## config.mk

```make
export PLATFORM = sky130hd
export DESIGN_NAME = sipo_deserializer_flat
export DESIGN_NICKNAME = d
export VERILOG_FILES = /design/src/rtl/sipo_deserializer_if.sv /design/src/rtl/sipo_deserializer.sv /design/src/flat_wrapper.sv
export SDC_FILE = /design/constraint.sdc
export NUM_CORES = 1
export LEC_CHECK = 0
export ABC_CLOCK_PERIOD_IN_PS = 2900
export BUFFER_PORTS_ARGS = -buffer_cell sky130_fd_sc_hd__buf_4
export CAP_MARGIN = 10
export CORE_MARGIN = 3
export CORE_UTILIZATION = 56
export DETAILED_ROUTE_END_ITERATION = 8
export GPL_TIMING_DRIVEN = 1
export PLACE_DENSITY = 0.79
export SYNTH_ARGS = -nofsm -noshare
export SYNTH_HDL_FRONTEND = slang
export SYNTH_SLANG_ARGS = --single-unit
export TNS_END_PERCENT = 100
```

## constraint.sdc

```tcl
create_clock -name clk -period 2.9 [get_ports clk]
set_clock_uncertainty 0.15 [all_clocks]
set_input_delay 0.29 -clock clk [delete_from_list [all_inputs] [get_ports clk]]
set_output_delay 0.29 -clock clk [all_outputs]
set_load 0.1 [all_outputs]
```

## src/rtl/sipo_deserializer_if.sv

```systemverilog
// rtl/sipo_deserializer_if.sv - serial input strobes and parallel word output port of the deserializer
interface sipo_deserializer_if #(
  parameter int WIDTH = 8
);
  logic             shift;
  logic             serial_in;
  logic             frame_start;
  logic             out_ready;
  logic             clear_overrun;
  logic [WIDTH-1:0] data_out;
  logic             data_valid;
  logic             overrun;
  logic             busy;

  modport master (
    output shift, serial_in, frame_start, out_ready, clear_overrun,
    input  data_out, data_valid, overrun, busy
  );

  modport slave (
    input  shift, serial_in, frame_start, out_ready, clear_overrun,
    output data_out, data_valid, overrun, busy
  );
endinterface

```

## src/rtl/sipo_deserializer.sv

```systemverilog
// rtl/sipo_deserializer.sv - serial-in/parallel-out receiver with valid/ready word port and sticky overrun
module sipo_deserializer #(
  parameter int WIDTH     = 8,
  parameter bit MSB_FIRST = 1'b1
) (
  input  logic               clk,
  input  logic               reset,
  sipo_deserializer_if.slave bus
);
  localparam int CNT_W = $clog2(WIDTH);

  typedef enum logic {IDLE, RECV} state_t;

  state_t           state, state_next;
  logic [CNT_W-1:0] bit_cnt, bit_cnt_next;
  logic [WIDTH-1:0] shreg, shreg_next, shreg_base, shifted;
  logic [WIDTH-1:0] data_q, data_next;
  logic             valid_q, valid_next;
  logic             ovr_q, ovr_next;
  logic             complete;
  logic             xfer;

  always_ff @(posedge clk or posedge reset) begin
    if (reset) begin
      state   <= IDLE;
      bit_cnt <= '0;
      shreg   <= '0;
      data_q  <= '0;
      valid_q <= 1'b0;
      ovr_q   <= 1'b0;
    end else begin
      state   <= state_next;
      bit_cnt <= bit_cnt_next;
      shreg   <= shreg_next;
      data_q  <= data_next;
      valid_q <= valid_next;
      ovr_q   <= ovr_next;
    end
  end

  always_comb begin
    // frame_start restarts from an empty register, so a same-edge bit becomes bit 0
    shreg_base = bus.frame_start ? '0 : shreg;
    shifted    = MSB_FIRST ? {shreg_base[WIDTH-2:0], bus.serial_in}
                           : {bus.serial_in, shreg_base[WIDTH-1:1]};
    complete   = bus.shift && !bus.frame_start && (bit_cnt == CNT_W'(WIDTH - 1));
    xfer       = valid_q && bus.out_ready;

    shreg_next   = shreg_base;
    bit_cnt_next = bus.frame_start ? '0 : bit_cnt;
    data_next    = data_q;
    valid_next   = valid_q;
    ovr_next     = ovr_q;
    state_next   = state;

    if (bus.shift) begin
      shreg_next   = shifted;
      bit_cnt_next = complete ? '0 : bit_cnt_next + CNT_W'(1);
    end

    if (xfer) valid_next = 1'b0;
    if (bus.clear_overrun) ovr_next = 1'b0;

    if (complete) begin
      if (!valid_q || bus.out_ready) begin
        data_next  = shifted;
        valid_next = 1'b1;
      end else begin
        ovr_next = 1'b1;
      end
    end

    case (state)
      IDLE: if (bus.shift) state_next = RECV;
      RECV: if (complete || (bus.frame_start && !bus.shift)) state_next = IDLE;
      default: state_next = IDLE;
    endcase
  end

  assign bus.data_out   = data_q;
  assign bus.data_valid = valid_q;
  assign bus.overrun    = ovr_q;
  assign bus.busy       = (state == RECV);
endmodule

```

## src/flat_wrapper.sv

```systemverilog
// flat-port wrapper written by rule: the top's interface ports become plain ports
module sipo_deserializer_flat 
#(
  parameter int WIDTH     = 8,
  parameter bit MSB_FIRST = 1'b1
)
  (clk, reset, bus_shift, bus_serial_in, bus_frame_start, bus_out_ready, bus_clear_overrun, bus_data_out, bus_data_valid, bus_overrun, bus_busy);
  sipo_deserializer_if #(.WIDTH(WIDTH)) bus_i ();
  input  logic clk;
  input  logic reset;
  input wire logic [$bits(bus_i.shift)-1:0] bus_shift;
  input wire logic [$bits(bus_i.serial_in)-1:0] bus_serial_in;
  input wire logic [$bits(bus_i.frame_start)-1:0] bus_frame_start;
  input wire logic [$bits(bus_i.out_ready)-1:0] bus_out_ready;
  input wire logic [$bits(bus_i.clear_overrun)-1:0] bus_clear_overrun;
  output wire logic [$bits(bus_i.data_out)-1:0] bus_data_out;
  output wire logic [$bits(bus_i.data_valid)-1:0] bus_data_valid;
  output wire logic [$bits(bus_i.overrun)-1:0] bus_overrun;
  output wire logic [$bits(bus_i.busy)-1:0] bus_busy;
  assign bus_i.shift = bus_shift;
  assign bus_i.serial_in = bus_serial_in;
  assign bus_i.frame_start = bus_frame_start;
  assign bus_i.out_ready = bus_out_ready;
  assign bus_i.clear_overrun = bus_clear_overrun;
  assign bus_data_out = bus_i.data_out;
  assign bus_data_valid = bus_i.data_valid;
  assign bus_overrun = bus_i.overrun;
  assign bus_busy = bus_i.busy;
  sipo_deserializer #(.WIDTH(WIDTH), .MSB_FIRST(MSB_FIRST)) u_core (.clk(clk), .reset(reset), .bus(bus_i));
endmodule
```

Yosys cells after proc, flatten, opt, wreduce, memory -nomap -nowiden
Cells that the tools add are included.
{"block": "word_totals", "word_cells": 33, "inputBits": 7, "reg_bits": 21, "output_inout_bits": 11}
{"block": "classes", "n_mux": 14, "bitwise_logic": 1, "n_addsub": 1, "reduce_logical": 10, "n_eq_ne": 1}
{"operator": "$mux W7", "count": 2}
{"operator": "$mux W3", "count": 3}
{"operator": "$mux W1", "count": 8}
{"operator": "$logic_and A1 B1 Y1", "count": 4}
{"operator": "$add A3 B1 Y3 const B", "count": 1}
{"operator": "$eq A3 B3 Y1 const B", "count": 1}
{"operator": "$logic_not A1 Y1", "count": 3}
{"operator": "$logic_or A1 B1 Y1", "count": 2}
{"operator": "$pmux W1 S2", "count": 1}
{"operator": "$reduce_and A2 Y1", "count": 1}
{"operator": "$not A1 Y1", "count": 1}

Logic depth before layout (Yosys ltp)
{"block": "depth", "depth_word": 6, "depth_mapped": 5, "ltp_nobuf": 5}

Least setup slack after synthesis
Ideal clock, no wire load.
{"block": "synth_timing", "kind": "flip-flop to flip-flop", "start": "register u_core.valid_q (netlist: u_core.bus.data_valid)", "end": "register u_core.data_q[0] (netlist: u_core.bus.data_out[0])", "slack_ns": 0.911, "synth_period_minus_slack_ns": 1.989, "path_stages_with_launch": 4, "arrival_ns": 1.713, "path_buffers": 0, "t_required_ns": 2.625, "setup_time_ns": 0.125, "cell_sequence": "dfrtp_1 nand2b_1 nor3b_4 mux2_2"}
{"block": "synth_via", "elab_chain_len": 3}
{"element": "from (decl)", "line": "sipo_deserializer.sv:18", "source": "logic valid_q, valid_next;"}
{"element": "from (signal assigned)", "line": "sipo_deserializer.sv:36", "source": "valid_q <= valid_next;"}
{"element": "$logic_not A1 Y1", "line": "sipo_deserializer.sv:65", "source": "if (!valid_q || bus.out_ready) begin"}
{"element": "$logic_or A1 B1 Y1", "line": "sipo_deserializer.sv:65"}
{"element": "$reduce_and A2 Y1 (no source line)"}
{"element": "to (signal assigned)", "line": "sipo_deserializer.sv:35", "source": "data_q <= data_next;"}
{"element": "to (decl)", "line": "sipo_deserializer.sv:17", "source": "logic [WIDTH-1:0] data_q, data_next;"}
Every way passes these cells.
A chain may end at the register's enable or synchronous reset.

Worst setup path in the final report
{"block": "layout_timing", "start": "register u_core.bit_cnt[0]", "end": "register u_core.data_q[0] (netlist: u_core.bus.data_out[0])"}
{"block": "layout_via", "elab_chain_len": 3}
{"element": "from (decl)", "line": "sipo_deserializer.sv:15", "source": "logic [CNT_W-1:0] bit_cnt, bit_cnt_next;"}
{"element": "from (signal assigned)", "line": "sipo_deserializer.sv:33", "source": "bit_cnt <= bit_cnt_next;"}
{"element": "$eq A3 B3 Y1", "line": "sipo_deserializer.sv:46", "source": "complete = bus.shift && !bus.frame_start && (bit_cnt == CNT_W'(WIDTH - 1));"}
{"element": "$logic_and A1 B1 Y1", "line": "sipo_deserializer.sv:46"}
{"element": "$reduce_and A2 Y1 (no source line)"}
Every way passes these cells.

==> flow_summary.ini <==
[finish]
drive_above_1_share = 0.299
fin_util = 0.722
area_growth_pct = 19.1
antennaDiodeCount = 0
nets = 106
fillers = 120
stdcell_count = 113

[status]
status = completed

[global_route]
overflow = 0
grtUsageMet2 = 0.280
grt_usage = 0.171
gr-usage-met3 = 0.0352
grt_pass1_wl_um = 2560
grt.busiest_layer = met2
use_met1 = 0.199
antenna_found_initial = 0
first_global_vias = 582
grt_max_degree = 22

[setup_path]
crit_path_start_kind = flip-flop
reg2regPathDepth = 3
critPathKind = reg -> reg
crit_path_end_kind = flip-flop
critical-path-slowest-cell = nor3b_4
required_ns = 2.94
arrival_ns = 1.66
worstPathMaxFanout = 8
path_cells = nand3_2, nor3b_4, mux2_2
max_stage_delay_ns = 0.46

[synthesis]
ys_seq_area_frac = 0.568
syn_inst = 77
syn_avg_cell_area_um2 = 12.0
yosysWarnings = 0
synth_top_area_cell = dfrtp_1
netlist_area_um2 = 925
synth_most_common_cell = dfrtp_1
synthDistinctLibCells = 20
ys_ff_latch = 21
synthTopCellsByCount = dfrtp_1 (21), mux2i_1 (8), nor2_1 (8), mux2_2 (7)
synth_edf_count = 0
synth_nets = 85
synth_area_leaders = dfrtp_1 (57%), mux2i_1 (8.7%), mux2_2 (8.5%), nor2b_1 (3.4%), nor2_1 (3.2%)
yosysTopAreaCellShare = 0.568
synth-main-ff-cell = dfrtp_1
async_reset_ff_frac = 1.00

[power_and_ir_drop]
powerDensity_mw_per_mm2 = 463
power_mw = 0.509
leakagePower_nw = 0.593
irDropWorstVdd_uv = 386

[min_path]
min_path_cells = 3
hold_class = in -> reg

[floorplan]
rows = 14
initial_core_util = 0.607
dieArea_mm2 = 0.00217
die_y_um = 46.6
ios = 18
core_mm2 = 0.00152
die-width_um = 46.6

[timing]
setup_violations = 0
finalHoldViolations = 0
finalCritPeriodShare = 0.559
worstMarginPinSlew_ns = 0.773
fmax_mhz = 617
tns_ns = 0
slew-limit-headroom = 0.484
grt_setup_unrepaired = false
min_period_ns = 1.62
slew_violations = 0

[clocking]
cts_buffers = 3
cts_sinks = 21
h-tree-depth = 1
clk_latency_ns = 0.30
cts_tree = built
ctsResizeCount = 0
clkTransAtPathRegs_ns = 0.10
cts_root_buffer = clkbuf_4
cts_max_path_buffers = 2

[routing]
viasPerCell = 5.26
dr.first_iter.drc_count = 2
finalWirelength_um = 1500
num_vias = 594
antenna_left = 0
detail_route.wl_per_cell_um = 13.3
first_pass_iters = 3
drc_errors = 0

[place]
dp.cells = 107
io_buffers = 17
gp_congestion = 0.714
hpwl_um = 1050

[run]
drv_cap = 0
==> power by group <==
part | internal (mW) | switching [mW]
Combinational | 0.0222 | 0.0427
Sequential | 0.302 | 0.00658
Clock | 0.0536 | 0.0823
Total | 0.378 | 0.132
==> metal layers <==
layer	routed length, µm	part of all wire	vias up
met3	71	0.047	5
met4	44	0.029	0
met1	650	0.43	280
met5	0	0	-
met2	738	0.49	15
li1	-	-	294
==> logic make-up (layout without fill, tap and decap cells) <==
kind of cell / Yosys count / in the layout / share of synthesized area
and+or+nand+nor: 24 / 24 / 0.154
DFF: 21 / 21 / 0.568
muxes: 15 / 15 / 0.172
buffers and inverters: 8 / 28 / 0.0392
AOI/OAI and AO/OA: 7 / 7 / 0.0433
adders and majority gates: 1 / 1 / 0.0135
xor gates and xnor gates: 1 / 1 / 0.00947
==> critical path, delay by kind of cell (launching register included) <==
| family | cells | cell delay, ns |
|---|---|---|
| muxes | 1 | 0.39 |
| DFF | 1 | 0.39 |
| and+or+nand+nor | 2 | 0.59 |
==> path summary, 6_finish.rpt <==
kind / start / end / slack, ns
setup reg to reg: u_core.bit_cnt[0] / u_core.bus.data_out[0] / 1.28
hold / removal: bus_serial_in / u_core.shreg[0] / 0.05
min in group asynchronous: reset / u_core.bus.data_out[5] / 0.53
max in group asynchronous: reset / u_core.bus.data_out[7] / 1.59
setup / recovery: u_core.bit_cnt[0] / u_core.bus.data_out[0] / 1.28
hold reg to reg: u_core.bus.busy / u_core.bus.busy / 0.34
==> final cells by class <==
type / instances / area (µm²) / share of cell area
Clock buffer: 4 / 26.3 / 0.0239
Inverter: 5 / 18.8 / 0.0170
Multi-Input combinational cell: 48 / 363 / 0.330
Sequential cell: 21 / 526 / 0.477
Tap cell: 16 / 20.0 / 0.0182
Timing Repair Buffer: 19 / 148 / 0.134
==> metrics by stage <==
step	hold WS, ns	instance area [µm²]	setup slack, ns
floorplan	0.117	925	0.911
global placement	0.308	1050	1.15
detailed placement	0.318	1050	1.12
CTS	0.0406	1100	1.26
global route	0.0542	1100	1.21
finish	0.0503	1100	1.28
==> what timing repair did <==
action | 4_1_cts | 5_1_grt
hold endpoints to repair | 22 | 0
buffers inserted | 0 | 0
hold buffers | 2 | 0
==> flip-flops by register name (all words and copies together) (netlist names) <==
register,flops
u_core.bit_cnt,3
u_core.bus.busy,1
u_core.bus.data_out,8
u_core.bus.data_valid,1
u_core.bus.overrun,1
u_core.shreg,7
==> cells in the final DEF, fill, tap and decap left out, drive strengths merged, types with 3 or more instances in the layout <==
cell type,count
a21oi,3
and2b,3
buf,17
clkbuf,4
dfrtp,21
inv,5
mux2,7
mux2i,8
nand2,3
nand2b,3
nor2,8
nor2b,5
Note: power is estimated with default switching activity, not from simulation.
